===== config.mk =====
export PLATFORM = sky130hd
export DESIGN_NAME = btn_debounce
export DESIGN_NICKNAME = d
export VERILOG_FILES = /design/src/rtl/btn_debounce_pkg.sv /design/src/rtl/btn_debounce_ch.sv /design/src/rtl/btn_debounce.sv
export SDC_FILE = /design/constraint.sdc
export NUM_CORES = 1
export LEC_CHECK = 0
export ABC_CLOCK_PERIOD_IN_PS = 1600
export BUFFER_PORTS_ARGS = -buffer_cell sky130_fd_sc_hd__buf_2
export CAP_MARGIN = 20
export CORE_MARGIN = 3
export CORE_UTILIZATION = 30
export DETAILED_ROUTE_END_ITERATION = 12
export PLACE_DENSITY = 0.57
export SKIP_CTS_REPAIR_TIMING = 1
export SYNTH_ARGS = -nofsm -noshare
export SYNTH_HDL_FRONTEND = slang
export SYNTH_HIERARCHICAL = 1
export SYNTH_SLANG_ARGS = --single-unit

===== constraint.sdc =====
create_clock -name clk_i -period 1.6 [get_ports clk_i]
set_input_delay 0.16 -clock clk_i [delete_from_list [all_inputs] [get_ports clk_i]]
set_output_delay 0.16 -clock clk_i [all_outputs]
set_load 0.03 [all_outputs]

===== src/rtl/btn_debounce_pkg.sv =====
// Shared definitions for the button debouncer: default sizing and channel FSM encoding.
// Optional feature macro: BTN_DEBOUNCE_IRQ_PULSE_EN (see btn_debounce_ch).
package btn_debounce_pkg;

    localparam int DEFAULT_NUM_BTN         = 4;
    localparam int DEFAULT_DEBOUNCE_CYCLES = 500000;

    localparam logic [1:0] ST_IDLE         = 2'd0;
    localparam logic [1:0] ST_PRESS_WAIT   = 2'd1;
    localparam logic [1:0] ST_PRESSED      = 2'd2;
    localparam logic [1:0] ST_RELEASE_WAIT = 2'd3;

    // Named view of the same encoding, for waveform viewers and debug code.
    typedef enum logic [1:0] {
        CH_IDLE         = ST_IDLE,
        CH_PRESS_WAIT   = ST_PRESS_WAIT,
        CH_PRESSED      = ST_PRESSED,
        CH_RELEASE_WAIT = ST_RELEASE_WAIT
    } ch_state_e;

endpackage


===== src/rtl/btn_debounce_ch.sv =====
// One button channel: 2-flop synchronizer, four-state debounce FSM with stable-level counter.
// BTN_DEBOUNCE_IRQ_PULSE_EN defined: irq_o is a one-cycle press pulse; otherwise irq_o = level_o.
module btn_debounce_ch
    import btn_debounce_pkg::*;
#(
    parameter int DEBOUNCE_CYCLES = DEFAULT_DEBOUNCE_CYCLES
) (
    input  logic clk_i,
    input  logic arst_i,
    input  logic btn_i,
    output logic level_o,
    output logic irq_o
);

    localparam int CNT_W = (DEBOUNCE_CYCLES > 1) ? $clog2(DEBOUNCE_CYCLES) : 1;
    localparam logic [CNT_W-1:0] CNT_LAST = CNT_W'(DEBOUNCE_CYCLES - 1);

    logic [1:0]       sync_q;
    logic             sync;
    logic [1:0]       state_q, state_d;
    logic [CNT_W-1:0] cnt_q, cnt_d;
    logic             level_q, level_d;

    // NOTE: all clocked state uses non-blocking assignments so every flop samples
    // pre-edge values; blocking here would collapse the synchronizer into one flop.
    always_ff @(posedge clk_i or posedge arst_i) begin
        if (arst_i) begin
            sync_q <= 2'b00;
        end else begin
            sync_q <= {sync_q[0], btn_i};
        end
    end

    assign sync = sync_q[1];

    // NOTE: state_d and cnt_d take their hold values first, so every path assigns
    // them and no latch is inferred.
    always_comb begin
        state_d = state_q;
        cnt_d   = cnt_q;
        case (state_q)
            ST_IDLE: begin
                if (sync) begin
                    state_d = ST_PRESS_WAIT;
                    cnt_d   = '0;
                end
            end
            ST_PRESS_WAIT: begin
                if (!sync) begin
                    state_d = ST_IDLE;
                    cnt_d   = '0;
                end else if (cnt_q == CNT_LAST) begin
                    state_d = ST_PRESSED;
                    cnt_d   = '0;
                end else begin
                    cnt_d = cnt_q + CNT_W'(1);
                end
            end
            ST_PRESSED: begin
                if (!sync) begin
                    state_d = ST_RELEASE_WAIT;
                    cnt_d   = '0;
                end
            end
            ST_RELEASE_WAIT: begin
                if (sync) begin
                    state_d = ST_PRESSED;
                    cnt_d   = '0;
                end else if (cnt_q == CNT_LAST) begin
                    state_d = ST_IDLE;
                    cnt_d   = '0;
                end else begin
                    cnt_d = cnt_q + CNT_W'(1);
                end
            end
            default: begin
                state_d = ST_IDLE;
                cnt_d   = '0;
            end
        endcase
    end

    // Level is registered from the current state, so it follows the FSM by one edge.
    assign level_d = (state_q == ST_PRESSED) || (state_q == ST_RELEASE_WAIT);

    always_ff @(posedge clk_i or posedge arst_i) begin
        if (arst_i) begin
            state_q <= ST_IDLE;
            cnt_q   <= '0;
            level_q <= 1'b0;
        end else begin
            state_q <= state_d;
            cnt_q   <= cnt_d;
            level_q <= level_d;
        end
    end

    assign level_o = level_q;

`ifdef BTN_DEBOUNCE_IRQ_PULSE_EN
    logic pulse_q;

    // Rising edge of the registered level only; RELEASE_WAIT->PRESSED keeps level high.
    always_ff @(posedge clk_i or posedge arst_i) begin
        if (arst_i) begin
            pulse_q <= 1'b0;
        end else begin
            pulse_q <= level_d & ~level_q;
        end
    end

    assign irq_o = pulse_q;
`else
    assign irq_o = level_q;
`endif

endmodule


===== src/rtl/btn_debounce.sv =====
// Debounces NUM_BTN board buttons and drives per-channel SoC interrupt requests.
// Optional feature macro: BTN_DEBOUNCE_IRQ_PULSE_EN (pulse-mode irq_o).
module btn_debounce
    import btn_debounce_pkg::*;
#(
    parameter int NUM_BTN         = DEFAULT_NUM_BTN,
    parameter int DEBOUNCE_CYCLES = DEFAULT_DEBOUNCE_CYCLES
) (
    input  logic               clk_i,
    input  logic               arst_i,
    input  logic [NUM_BTN-1:0] btn_i,
    output logic [NUM_BTN-1:0] btn_level_o,
    output logic [NUM_BTN-1:0] irq_o
);

    for (genvar i = 0; i < NUM_BTN; i++) begin : g_ch
        btn_debounce_ch #(
            .DEBOUNCE_CYCLES(DEBOUNCE_CYCLES)
        ) u_ch (
            .clk_i  (clk_i),
            .arst_i (arst_i),
            .btn_i  (btn_i[i]),
            .level_o(btn_level_o[i]),
            .irq_o  (irq_o[i])
        );
    end

endmodule

==> summary.md, run 1 <==
| Metric | Value |
|---|---|
| Syn_nets | 550 |
| # IOs | 14 |
| Cells after Synth | 539 |
| IO Port Bufs | 13 |
| Clock Skews | 0.00462 ns |
| Post-route clock period utilization | 1.11 |
| Residual DRC count | 0 |
| Clock group share of total power | 0.262 |
| Final Hold Viols | 0 |
| CP endpoint kind | flip-flop |
| Dpl hpwl | between 8 and 9 mm |
| Die Span X | ~140 um |
| Row cnt | 47 |
| Area of the multi-input gates | ~3000 sq um |
| Internal power | slightly above 5 mW |
| Worst-path clk slew | 0.07 ns |
| Number of fill cells in the layout | around 1.6k |
| Switching share of total power | 0.333 |
| MaxCap Viol Count | 0 |
| Detail Route Antenna Nets | 0 |
| Hold Slack | between 0.3 and 0.4 ns |
| Kind of critical path | reg2reg |
| Outcome | finished with violations |
| EDFF count, synth | 0 |
| Reg2Reg Setup Slack | -0.17 ns |
| Hold Path Class | reg2reg |
| DRT iter0 DRCs | between 200 and 300 |
| Critical Path Source Type | flip-flop |
| Power per cell area | between 1000 and 1500 nW/um^2 |
| Clock Sinks | 96 |
| Gpl congestion | approximately 0.84 |
| Std-Cell Core Area | 16,600 sq um |
| Max Root-Sink Buffers | 2 |
| CTS buffer count | 9 |
| Vias | ~4.6k |
| RSZ-0062 raised after global routing | yes |
| Global Route Usage Sum | 0.130 |
| Initial antenna violation count | 0 |
| Post-synth top flop | dfrtp_1 |
| Clock period minus worst slack | roughly 1.8 ns |
| Slew @ Worst Pin | around 0.4 ns |
| Peak supply drop | approximately 0.5 mV |
| Share of post-route cells with drive strength above 1 | 0.479 |
| Total power | slightly below 8 mW |
| N_diodes | 0 |
| Gr ovfl total | 0 |
| #FFs+latches synth | 96 |
| P&R area growth vs syn | 48.5% |
| Crit path largest cell delay | approximately 0.47 ns |
| Placed cell areas | between 6000 and 7000 sq um |
| Avg Synthesized Cell Area | roughly 9.4 sq um |
| Starting density of the core | 0.307 |
| DIE AREA | between 15,000 and 20,000 sq um |
| CTS root buf | clkbuf_16 |
| Leak | 3.26 nW |
| Reg power frac | 0.362 |
| Crit-path cells | nand3_2, or2_4, or4_4, or3_1, o21ai_1 |
| Mean routed wirelength per cell | approximately 14 um |
| Worst skew pair latency | 0.35 ns |
| Vias in the first global route | between 4k and 5k |
| # setup viols final | 56 |
| Mapped Area | about 5100 sq um |
| Final Max Tran Viols | 0 |
| Max Fclk | about 560 MHz |
| First-pass GRT wire length | approximately 20 mm |
| Sequential fraction of the synthesis area | 0.472 |
| Failing checks | setup timing |
| Routed Wire Length | 12.8 mm |
| Slowest library cell on the worst path | or4_4 |
| Fin area | about 7600 sq um |
| Setup TNS | -3.83 ns |
| CP arrival | 2.04 ns |
| CTS tree | yes |
| Logic pwr share | 0.377 |
| Worst EP required | approximately 1.9 ns |
| Die Height | 136 um |
| H-tree depth | 3 |
| Most frequent cells in the layout | 122 x buf_4, 88 x dfrtp_1, 43 x nand2_1 |
| Post-synthesis async set-or-reset flop share | 1.00 |
| Final WS setup | -0.172 ns |
| Vias per inst | 4.98 |
| Register area | between 2000 and 2500 sq um |
| Largest fanout on the critical path | 3 |
| Max-Slew Margin vs Limit | 0.727 |
| Post-synth cell types | 51 |
| Nets | 710 |
| Most common cell after layout, fill and taps aside | buf_4 |
| Pin count of the biggest net entering global routing | 25 |
| First drt pass iteration count | 4 |
| Ys Warns | 6 |
| P_sw | 2.56 mW |
## worst paths after layout
kind / startpoint / endpoint / depth (start not counted)
max: g_ch[0].u_ch/cnt_q[0] / g_ch[0].u_ch/cnt_q[17] / 5
min reg2reg: g_ch[1].u_ch/sync_q[0] / g_ch[1].u_ch/sync_q[1] / 0
min: g_ch[1].u_ch/sync_q[0] / g_ch[1].u_ch/sync_q[1] / 0
min in group asynchronous: arst_i / g_ch[3].u_ch/cnt_q[14] / 4
max in group asynchronous: arst_i / g_ch[0].u_ch/cnt_q[11] / 4
max reg2reg: g_ch[0].u_ch/cnt_q[0] / g_ch[0].u_ch/cnt_q[17] / 5
## critical path, delay by kind of cell, from the launching register on
kind	cells	cell delay, ns
AND/OR/NAND/NOR	4	1.22
flip-flops	1	0.41
AO/OA/AOI/OAI	1	0.07
## logic make-up after synthesis
kind of cell             after synthesis  share of synthesized area
buffers and inverters                 57                     0.0548
AO/OA/AOI/OAI                        140                      0.163
adder cells (fa/ha/maj)                5                     0.0123
AND/OR/NAND/NOR                      212                      0.244
multiplexers                           9                     0.0197
XOR/XNOR                              20                     0.0344
flip-flops                            96                      0.472
## power groups by stage
stage / Combinational, mW / Sequential (mW) / Clock (mW)
after detailed placement: 2.14 / 2.80 / 0
after CTS: 2.15 / 2.75 / 2.09
final: 2.90 / 2.79 / 2.02
after floorplan: 1.28 / 2.83 / 0
after global routing: 3.17 / 2.81 / 2.19
after global placement: 2.09 / 2.79 / 0
## cell type report
type,instances,share of cell area
Clock inverter,3,0.00248
Multi-Input combinational cell,387,0.402
Clock buffer,13,0.0331
Sequential cell,96,0.319
Tap cell,220,0.0364
Timing Repair Buffer,175,0.192
Inverter,30,0.0149
## synthesized netlist by cell type, types with 3 or more instances
cell	n	area [sq um]
dfrtp_1	96	2400
nand2_1	54	203
a21oi_1	46	230
o21ai_1	37	185
nor2_1	35	131
inv_1	30	113
or3_1	27	169
nand3_1	26	130
o21ai_0	19	95.1
nand4_1	13	81.3
xor2_1	13	114
clkbuf_1	11	41.3
a31oi_1	9	56.3
and4_1	9	78.8
a21o_1	8	60.1
buf_4	8	60.1
nor4b_1	7	61.3
xnor2_1	7	61.3
a22o_1	6	52.6
nor3_1	6	30.0
ha_1	5	62.6
buf_2	4	20.0
buf_6	4	45.0
mux2i_1	4	40.0
nand4_2	4	50.1
or2_2	4	25.0
a31o_4	3	52.6
a41oi_1	3	26.3
and3_2	3	22.5
and4_2	3	30.0
mux2_2	3	33.8
nand3_4	3	52.6
o21bai_1	3	22.5
o41ai_1	3	26.3
or2_4	3	26.3
or4_4	3	33.8
## registers in the layout (all words and copies together), names as in the netlist, named ones only
signal,count
g_ch.u_ch/state_q,4
g_ch.u_ch/irq_o,4
g_ch.u_ch/cnt_q,76
g_ch.u_ch/sync_q,8
## per-stage QoR
stage	cells	worst slack, ns	utilization
finish	924	-0.172	0.456
global route	924	-0.254	0.456
CTS	885	-0.169	0.393
detailed placement	869	-0.157	0.377
global placement	869	-0.147	0.377
floorplan	539	-0.134	-
## per-layer routing
layer  global-route usage  part of all wire  vias to the layer above
met1                0.167              0.46                     2275
met5                    0                 0                        -
met2                0.215              0.51                       53
met4               0.0398             0.011                        0
li1                     -                 -                     2262
met3               0.0311             0.024                       14
(Power assumes the default switching activity.)
==> run 2, diff against run 1 <==
--- a/config.mk
+++ b/config.mk
@@ -5,10 +5,11 @@
 export SDC_FILE = /design/constraint.sdc
 export NUM_CORES = 1
 export LEC_CHECK = 0
+export ABC_AREA = 1
 export ABC_CLOCK_PERIOD_IN_PS = 1600
 export BUFFER_PORTS_ARGS = -buffer_cell sky130_fd_sc_hd__buf_2
 export CAP_MARGIN = 20
-export CORE_MARGIN = 3
+export CORE_MARGIN = 5
 export CORE_UTILIZATION = 30
 export DETAILED_ROUTE_END_ITERATION = 12
 export PLACE_DENSITY = 0.57
==> run 2 against run 1 <==
  * The run now ends clean
  * Synthesized area up 12%
  * Synthesized cell count up 44%
  * Combinational power down 25%
  * Worst hold slack about the same
  * First-iteration DRC count up 4.5%
  * Routed wire length down 0.20%
  * Clock power up 17%
  * Non-clock buffer count down 125
  * Clock skew up 0.0059 ns
  * Setup slack better by 0.31 ns
  * Register-to-register slack better by 0.31 ns
==> summary.md, run 2 <==
| Metric | Value |
|---|---|
| Residual DRC count | 0 (unchanged) |
| Vias | 4,871 (+5.8%) |
| Most numerous cell in the Yosys netlist | nand2_1 |
| Mean routed wirelength per cell | 12.0 um (-13%) |
| IO Port Bufs | 13 (unchanged) |
| EDFF count, synth | 0 (unchanged) |
| Outcome | finished, final reports clean |
| Max Fclk | 685 MHz (+21%) |
| RSZ-0062 raised after global routing | no |
| Crit path max-delay family | simple AND/OR/NAND/NOR gates |
| Detail Route Antenna Nets | 0 (unchanged) |
| Kind of critical path | reg2reg |
| First-pass GRT wire length | 22.1 mm (+12%) |
| Max-Slew Margin vs Limit | 0.755 (+0.0275) |
| Worst EP required | 1.89 ns (+0.02 ns) |
| CTS buffer count | 9 (unchanged) |
| Avg Synthesized Cell Area | 7.30 sq um (-23%) |
| Post-synth cell types | 26 (-49%) |
| Post-route clock period utilization | 0.913 (-0.195) |
| Die Height | 148 um (+8.3%) |
| Row cnt | 50 (+6.4%) |
| CP endpoint kind | flip-flop |
| Gr ovfl total | 0 (unchanged) |
| Final Max Tran Viols | 0 (unchanged) |
| Util after Layout | 0.351 (-0.104) |
| Grt peak-use layer | met2 |
| H-tree depth | 3 (unchanged) |
| #FFs+latches synth | 96 (unchanged) |
| Most frequent cells in the layout | 257 x nand2_1, 110 x nor2_1, 95 x dfrtp_1 |
| CTS root buf | clkbuf_16 |
| # setup viols final | 0 (-100%) |
| First drt pass iteration count | 5 (+1) |
| Worst skew pair latency | 0.36 ns (about the same) |
| P&R area growth vs syn | 15.7% |
| Mapped Area | 5680 sq um (+12%) |
| Cells after Synth | 778 (+44%) |
| Dpl hpwl | 9.37 mm (+14%) |
| Hold Slack | 0.348 ns (-0.000105 ns) |
| Slew @ Worst Pin | 0.366 ns (-0.0383 ns) |
| Vias per inst | 4.59 (-7.9%) |
| Syn_nets | 789 (+43%) |
| Yosys top cell area share | 0.423 (-0.0489) |
| Post-synth top flop | dfrtp_1 |
| Met3 Track Usage GR | 0.0322 (+0.00110) |
| DIE AREA | 21,800 sq um (+17%) |
| N_diodes | 0 (unchanged) |
| Slowest library cell on the worst path | dfrtp_1 |
| Max Root-Sink Buffers | 2 (unchanged) |
| Worst-path clk slew | 0.07 ns (about the same) |
| Largest fanout on the critical path | 5 (+2) |
| Top flop regs | g_ch.u_ch/cnt_q (76), g_ch.u_ch/sync_q (8) |
| Post-synth top cells | 258 x nand2_1, 111 x nor2_1, 96 x dfrtp_1 |
| Most used cell, CP | nor2_1 |
| Sequential fraction of the synthesis area | 0.423 (-0.0489) |
| Initial antenna violation count | 0 (unchanged) |
| Most flop-heavy register | g_ch.u_ch/cnt_q |
| Pin count of the biggest net entering global routing | 25 (unchanged) |
| Worst path bufs/invs | 0 (unchanged) |
| CTS tree | yes |
| Die Span X | 148 um (+8.3%) |
| Final Hold Viols | 0 (unchanged) |
| Clock period minus worst slack | 1.46 ns (-0.312 ns) |
| # IOs | 14 (unchanged) |
| MaxCap Viol Count | 0 (unchanged) |
| Std-Cell Core Area | 18,700 sq um (+13%) |
| Largest area contributor in the netlist | dfrtp_1 |
| CP arrival | 1.75 ns (-0.29 ns) |
| Critical Path Source Type | flip-flop |
| Total power | 7.47 mW (-3.1%) |
| Share of post-route cells with drive strength above 1 | 0.119 (-0.360) |
| Hold Path Class | reg2reg |
| Largest cells by area after synthesis | dfrtp_1 42%, nand2_1 17%, nor2_1 7.3% |
| Crit path largest cell delay | 0.38 ns (-0.09 ns) |
| Number of fill cells in the layout | 2,007 (+29%) |
| Clock Skews | 0.0105 ns (+0.00588 ns) |
| Gpl congestion | 0.860 (+2.2%) |
| Leak | 2.66 nW (-18%) |
| DRT iter0 DRCs | 279 (+4.5%) |
| Grt met1 use | 0.173 (+0.00588) |
| Peak supply drop | 0.609 mV (+22%) |
| Post-synthesis async set-or-reset flop share | 1.00 (unchanged) |
| Routed Wire Length | 12.7 mm (-0.20%) |
| Starting density of the core | 0.304 (-0.00333) |
| Nets | 833 (+17%) |
| Crit-path cells | ha_1, nand2_2, nor2_4, nand3_2, nor2_1, nor2_1, nand3_1, nand2_1 |
| Clock Sinks | 96 (unchanged) |
| Global Route Usage Sum | 0.123 (-0.00668) |
| Ys Warns | 6 (unchanged) |
| Vias in the first global route | 4,623 (+5.5%) |
| Most common cell after layout, fill and taps aside | nand2_1 |
| GR met2 Demand/Resource | 0.188 (-0.0276) |
| Largest register FFs | 76 (unchanged) |
| Power per cell area | 1140 nW/um^2 (+11%) |
[run 2: cell count changes in the layout (fill, tap and decap cells not counted), sizes merged, moves of 27 or more]
| cell | delta |
|---|---|
| a21oi | -42 |
| buf | -125 |
| inv | +46 |
| nand2 | +211 |
| nor2 | +88 |
| or3 | -27 |
[run 2: final timing paths]
check,start,endpoint,slack [ns],depth (start not counted)
setup / recovery,g_ch[1].u_ch/cnt_q[0],g_ch[1].u_ch/cnt_q[14],0.14,8
hold / removal,g_ch[2].u_ch/sync_q[0],g_ch[2].u_ch/sync_q[1],0.35,0
setup reg to reg,g_ch[1].u_ch/cnt_q[0],g_ch[1].u_ch/cnt_q[14],0.14,8
hold reg to reg,g_ch[2].u_ch/sync_q[0],g_ch[2].u_ch/sync_q[1],0.35,0
max in group asynchronous,arst_i,g_ch[3].u_ch/sync_q[1],0.89,4
min in group asynchronous,arst_i,g_ch[0].u_ch/cnt_q[14],0.44,4
[run 2: area by class of cell]
type | instances | area (sq um) | share of cell area
Sequential cell | 96 | 2400 | 0.366
Clock inverter | 7 | 98.8 | 0.0150
Multi-Input combinational cell | 591 | 2910 | 0.443
Inverter | 74 | 278 | 0.0423
Timing Repair Buffer | 50 | 363 | 0.0552
Clock buffer | 9 | 225 | 0.0343
Tap cell | 234 | 293 | 0.0445
[run 2: metal layers]
metal	vias up	part of all wire
li1	2566	-
met1	2232	0.53
met2	60	0.43
met3	13	0.027
met4	0	0.012
met5	-	0
[run 2: through the flow]
step	worst slack [ns]	TNS [ns]	std cells	area, sq um
global route	0.000936	0	1061	6570
floorplan	0.0955	0	778	5680
global placement	0.0994	0	1039	6150
finish	0.140	0	1061	6570
detailed placement	-0.00305	-0.00305	1039	6150
CTS	-0.0177	-0.0177	1055	6470
[run 2: kinds of logic after synthesis]
group                    after synthesis  share of synthesized area
adder cells (fa/ha/maj)                5                     0.0110
AO/OA/AOI/OAI                         88                     0.0951
XOR/XNOR                              35                     0.0540
flip-flops                            96                      0.423
AND/OR/NAND/NOR                      463                      0.347
buffers and inverters                 91                     0.0702
[run 2: power breakdown]
part	internal, mW	switching (mW)
combinational	0.784	1.40
clock	1.38	0.985
sequential	2.69	0.231
[run 2: worst register-to-register path: cells and delay by family, from the launching register on]
family / cells / cell delay (ns)
simple gates: 7 / 0.81
fa+ha+maj: 1 / 0.22
flops: 1 / 0.38
==> run 3, diff against run 2 <==
--- a/config.mk
+++ b/config.mk
@@ -16,5 +16,4 @@
 export SKIP_CTS_REPAIR_TIMING = 1
 export SYNTH_ARGS = -nofsm -noshare
 export SYNTH_HDL_FRONTEND = slang
-export SYNTH_HIERARCHICAL = 1
 export SYNTH_SLANG_ARGS = --single-unit
==> run 3 against run 2 <==
  * Synthesized area is 1.8% lower
  * Largest cell class unchanged
  * Maximum frequency is 3.2% lower
  * Total power is 0.18% higher
  * Clock power hardly changed
  * Global-route usage is 1.2 points lower
  * Critical path depth stayed put
  * Routed wire length is 9.8% lower
  * Sequential share of layout area is 0.69 points higher
  * Highest routed layer unchanged
  * Sequential cell count stayed put
  * Worst hold slack worse by 0.0028 ns
  * Final cell count is 4.8% lower
==> summary.md, run 3 <==
| Metric | Value |
|---|---|
| Crit path max-delay family | simple AND/OR/NAND/NOR gates |
| Std-Cell Core Area | 18,100 sq um (-3.0%) |
| Dpl hpwl | 8.44 mm (-9.8%) |
| CP arrival | 1.74 ns (about the same) |
| Post-route clock period utilization | 0.943 (+0.0305) |
| Gpl congestion | 0.844 (-1.9%) |
| DIE AREA | 21,400 sq um (-1.7%) |
| Slew @ Worst Pin | 0.469 ns (+0.103 ns) |
| Clock period minus worst slack | 1.51 ns (+0.0488 ns) |
| Setup TNS | 0 ns (unchanged) |
| CP endpoint kind | flip-flop |
| Power per cell area | 1160 nW/um^2 (+2.1%) |
| Worst EP required | 1.83 ns (-0.06 ns) |
| Post-synthesis async set-or-reset flop share | 1.00 (unchanged) |
| #FFs+latches synth | 96 (unchanged) |
| Sequential fraction of the synthesis area | 0.431 (+0.00787) |
| CTS buffer count | 9 (unchanged) |
| P&R area growth vs syn | 15.6% (about the same) |
| First-pass GRT wire length | 19.9 mm (-9.9%) |
| Most common cell after layout, fill and taps aside | nand2_1 |
| Kind of critical path | reg2reg |
| Largest family of logic cells by synthesized area | simple AND/OR/NAND/NOR gates |
| Routed Wire Length | 11.5 mm (-9.8%) |
| Most numerous cell in the Yosys netlist | nand2_1 |
| Placed cells | 982 (-5.5%) |
| Pin count of the biggest net entering global routing | 29 (+16%) |
| Synth Area in XOR/XNOR | 0.0500 (-0.00393) |
| Clock group share of total power | 0.314 (-0.003) |
| Die Span X | 146 um (-0.86%) |
| Worst path bufs/invs | 1 (+1) |
| Die Height | 146 um (-0.86%) |
| Peak supply drop | 0.533 mV (-12%) |
| Clock Sinks | 96 (unchanged) |
| EDFF count, synth | 0 (unchanged) |
| Most frequent cells in the layout | 209 x nand2_1, 103 x nor2_1, 96 x dfrtp_1 |
| Hold Path Class | reg2reg |
| Starting density of the core | 0.307 (+0.00362) |
| Final Hold Viols | 0 (unchanged) |
| Vias per inst | 4.44 (-3.3%) |
| Met3 Track Usage GR | 0.0236 (-0.00864) |
| Placed cell areas | 5960 sq um (-3.2%) |
| Logic pwr share | 0.295 (+0.003) |
| Post-synth cell types | 35 (+35%) |
| Outcome | finished, final reports clean |
| Global Route Usage Sum | 0.111 (-0.0122) |
| Place WS | 0.0180 ns (+0.0211 ns) |
| Final Max Tran Viols | 0 (unchanged) |
| Final WS setup | 0.0909 ns (-0.0488 ns) |
| Register area | 2400 sq um (about the same) |
| Reg power frac | 0.390 (about the same) |
| Synthesized-area fraction occupied by adder cells | 0.00897 (-0.00204) |
| Largest area contributor in the netlist | dfrtp_1 |
| Leak | 2.86 nW (+7.5%) |
| H-tree depth | 3 (unchanged) |
| Vias | 4,486 (-7.9%) |
| First drt pass iteration count | 4 (-1) |
| Largest fanout on the critical path | 6 (+1) |
| IO Port Bufs | 13 (unchanged) |
| Compound-Gate Fraction of Synth Area | 0.0601 (-0.0350) |
| GR met2 Demand/Resource | 0.177 (-0.0110) |
| Grt peak-use layer | met2 |
| Detail Route Antenna Nets | 0 (unchanged) |
| Max Fclk | 663 MHz (-3.2%) |
| Internal power | 4.77 mW (-1.7%) |
| Avg Synthesized Cell Area | 7.50 sq um (+2.7%) |
| Number of fill cells in the layout | 1,899 (-5.4%) |
| Largest register FFs | 76 (unchanged) |
| Cells after Synth | 744 (-4.4%) |
| P_sw | 2.71 mW (+3.7%) |
| Post-synth top flop | dfrtp_1 |
| Ys Warns | 0 (-6) |
| Max-Slew Margin vs Limit | 0.685 (-0.0697) |
| Non-filler cells, final | 1,010 (-4.8%) |
| Max Root-Sink Buffers | 2 (unchanged) |
| MaxCap Viol Count | 0 (unchanged) |
| Crit path largest cell delay | 0.43 ns (+0.05 ns) |
| Syn_nets | 754 (-4.4%) |
| Crit-path cells | ha_4, nand2_2, nor2_4, nand3_4, o21ai_4, nand2_4, inv_4, nor2_1 |
| Initial antenna violation count | 0 (unchanged) |
| Residual DRC count | 0 (unchanged) |
| Fin area | 6450 sq um (-1.9%) |
| Share of post-route cells with drive strength above 1 | 0.152 (+0.0339) |
| Synth Area in Simple Gates | 0.363 (+0.0166) |
| Mux contribution to synthesized area | 0 (unchanged) |
| Row cnt | 49 (-2.0%) |
| Grt met1 use | 0.148 (-0.0249) |
| Post-synth top cells | 211 x nand2_1, 104 x nor2_1, 96 x dfrtp_1 |
| # setup viols final | 0 (unchanged) |
| Nets | 786 (-5.6%) |
| Clock Skews | 0.0108 ns (+0.000260 ns) |
| Largest cells by area after synthesis | dfrtp_1 43%, nand2_1 14%, nor2_1 7.0% |
| CTS root buf | clkbuf_16 |
| Yosys top cell area share | 0.431 (+0.00787) |
| Mean routed wirelength per cell | 11.4 um (-5.3%) |
| Mapped Area | 5580 sq um (-1.8%) |
| Critical Path Source Type | flip-flop |
| Gr ovfl total | 0 (unchanged) |
| Area of the multi-input gates | 2750 sq um (-5.5%) |
| CTS tree | yes |
| Worst-path clk slew | 0.07 ns (about the same) |
| Vias in the first global route | 4,265 (-7.7%) |
| # IOs | 14 (unchanged) |
| Switching share of total power | 0.362 (+0.0123) |
| Most flop-heavy register | g_ch.u_ch.cnt_q |
| Top flop regs | g_ch.u_ch.cnt_q (76), g_ch.u_ch.sync_q (8) |
| Slowest library cell on the worst path | dfrtp_1 |
| N_diodes | 0 (unchanged) |
| DRT iter0 DRCs | 223 (-20%) |
| RSZ-0062 raised after global routing | yes |
| Worst skew pair latency | 0.35 ns (about the same) |
## run 3: cell types whose count changed in the layout (fill, tap and decap cells not counted), moves of 8 or more
| cell | previous run | this run |
|---|---|---|
| buf_4 | 30 | 19 |
| nand3_1 | 47 | 61 |
| nand2_1 | 257 | 209 |
| o21bai_1 | 11 | 2 |
| a21oi_1 | 4 | 12 |
| o22ai_1 | 22 | 11 |
| o21ai_0 | 43 | 22 |
| nand2_2 | 6 | 15 |
## run 3: worst paths after layout
path	from	endpoint	slack, ns	cells past startpoint
min in group asynchronous	arst_i	g_ch[1].u_ch.irq_o	0.36	3
worst max-delay path	g_ch[0].u_ch.cnt_q[0]	g_ch[0].u_ch.cnt_q[12]	0.09	8
worst min register to register	g_ch[2].u_ch.sync_q[0]	g_ch[2].u_ch.sync_q[1]	0.35	0
max in group asynchronous	arst_i	g_ch[0].u_ch.cnt_q[14]	0.61	5
worst min-delay path	g_ch[2].u_ch.sync_q[0]	g_ch[2].u_ch.sync_q[1]	0.35	0
worst max register to register	g_ch[0].u_ch.cnt_q[0]	g_ch[0].u_ch.cnt_q[12]	0.09	8
## run 3: stage by stage
| step | hold slack, ns | power, mW | util |
|---|---|---|---|
| 6_report | 0.346 | 7.48 | 0.355 |
| 5_1_grt | 0.355 | 7.96 | 0.355 |
| 4_1_cts | -0.197 | 7.46 | 0.346 |
| 3_5_place_dp | 0.180 | 5.06 | 0.328 |
| 3_3_place_gp | 0.177 | 5.06 | 0.328 |
| 2_1_floorplan | 0.191 | 4.70 | - |
## run 3: power groups by stage
stage	sequential [mW]	clock (mW)	combinational, mW
after floorplan	2.92	0	1.78
after global placement	2.95	0	2.11
after CTS	2.91	2.43	2.12
after global routing	2.97	2.53	2.46
after detailed placement	2.96	0	2.10
final	2.92	2.35	2.21
## run 3: logic make-up after synthesis
group                    count (synthesis)
XOR/XNOR                                31
AO/OA/AOI/OAI                           58
AND/OR/NAND/NOR                        446
buffers and inverters                  109
adder cells (fa/ha/maj)                  4
flip-flops                              96
## run 3: metal layers
layer / wire, um / vias up
met5: 0 / -
met4: 190 / 0
met3: 320 / 13
met2: 5220 / 53
met1: 5750 / 2029
li1: - / 2391
## run 3: cell type report
class	instances	share of cell area
timing repair buffer	41	0.0524
inverter	89	0.0539
clock buffer	10	0.0355
multi-input combinational	539	0.427
clock inverter	6	0.0144
sequential	96	0.373
tap	229	0.0444
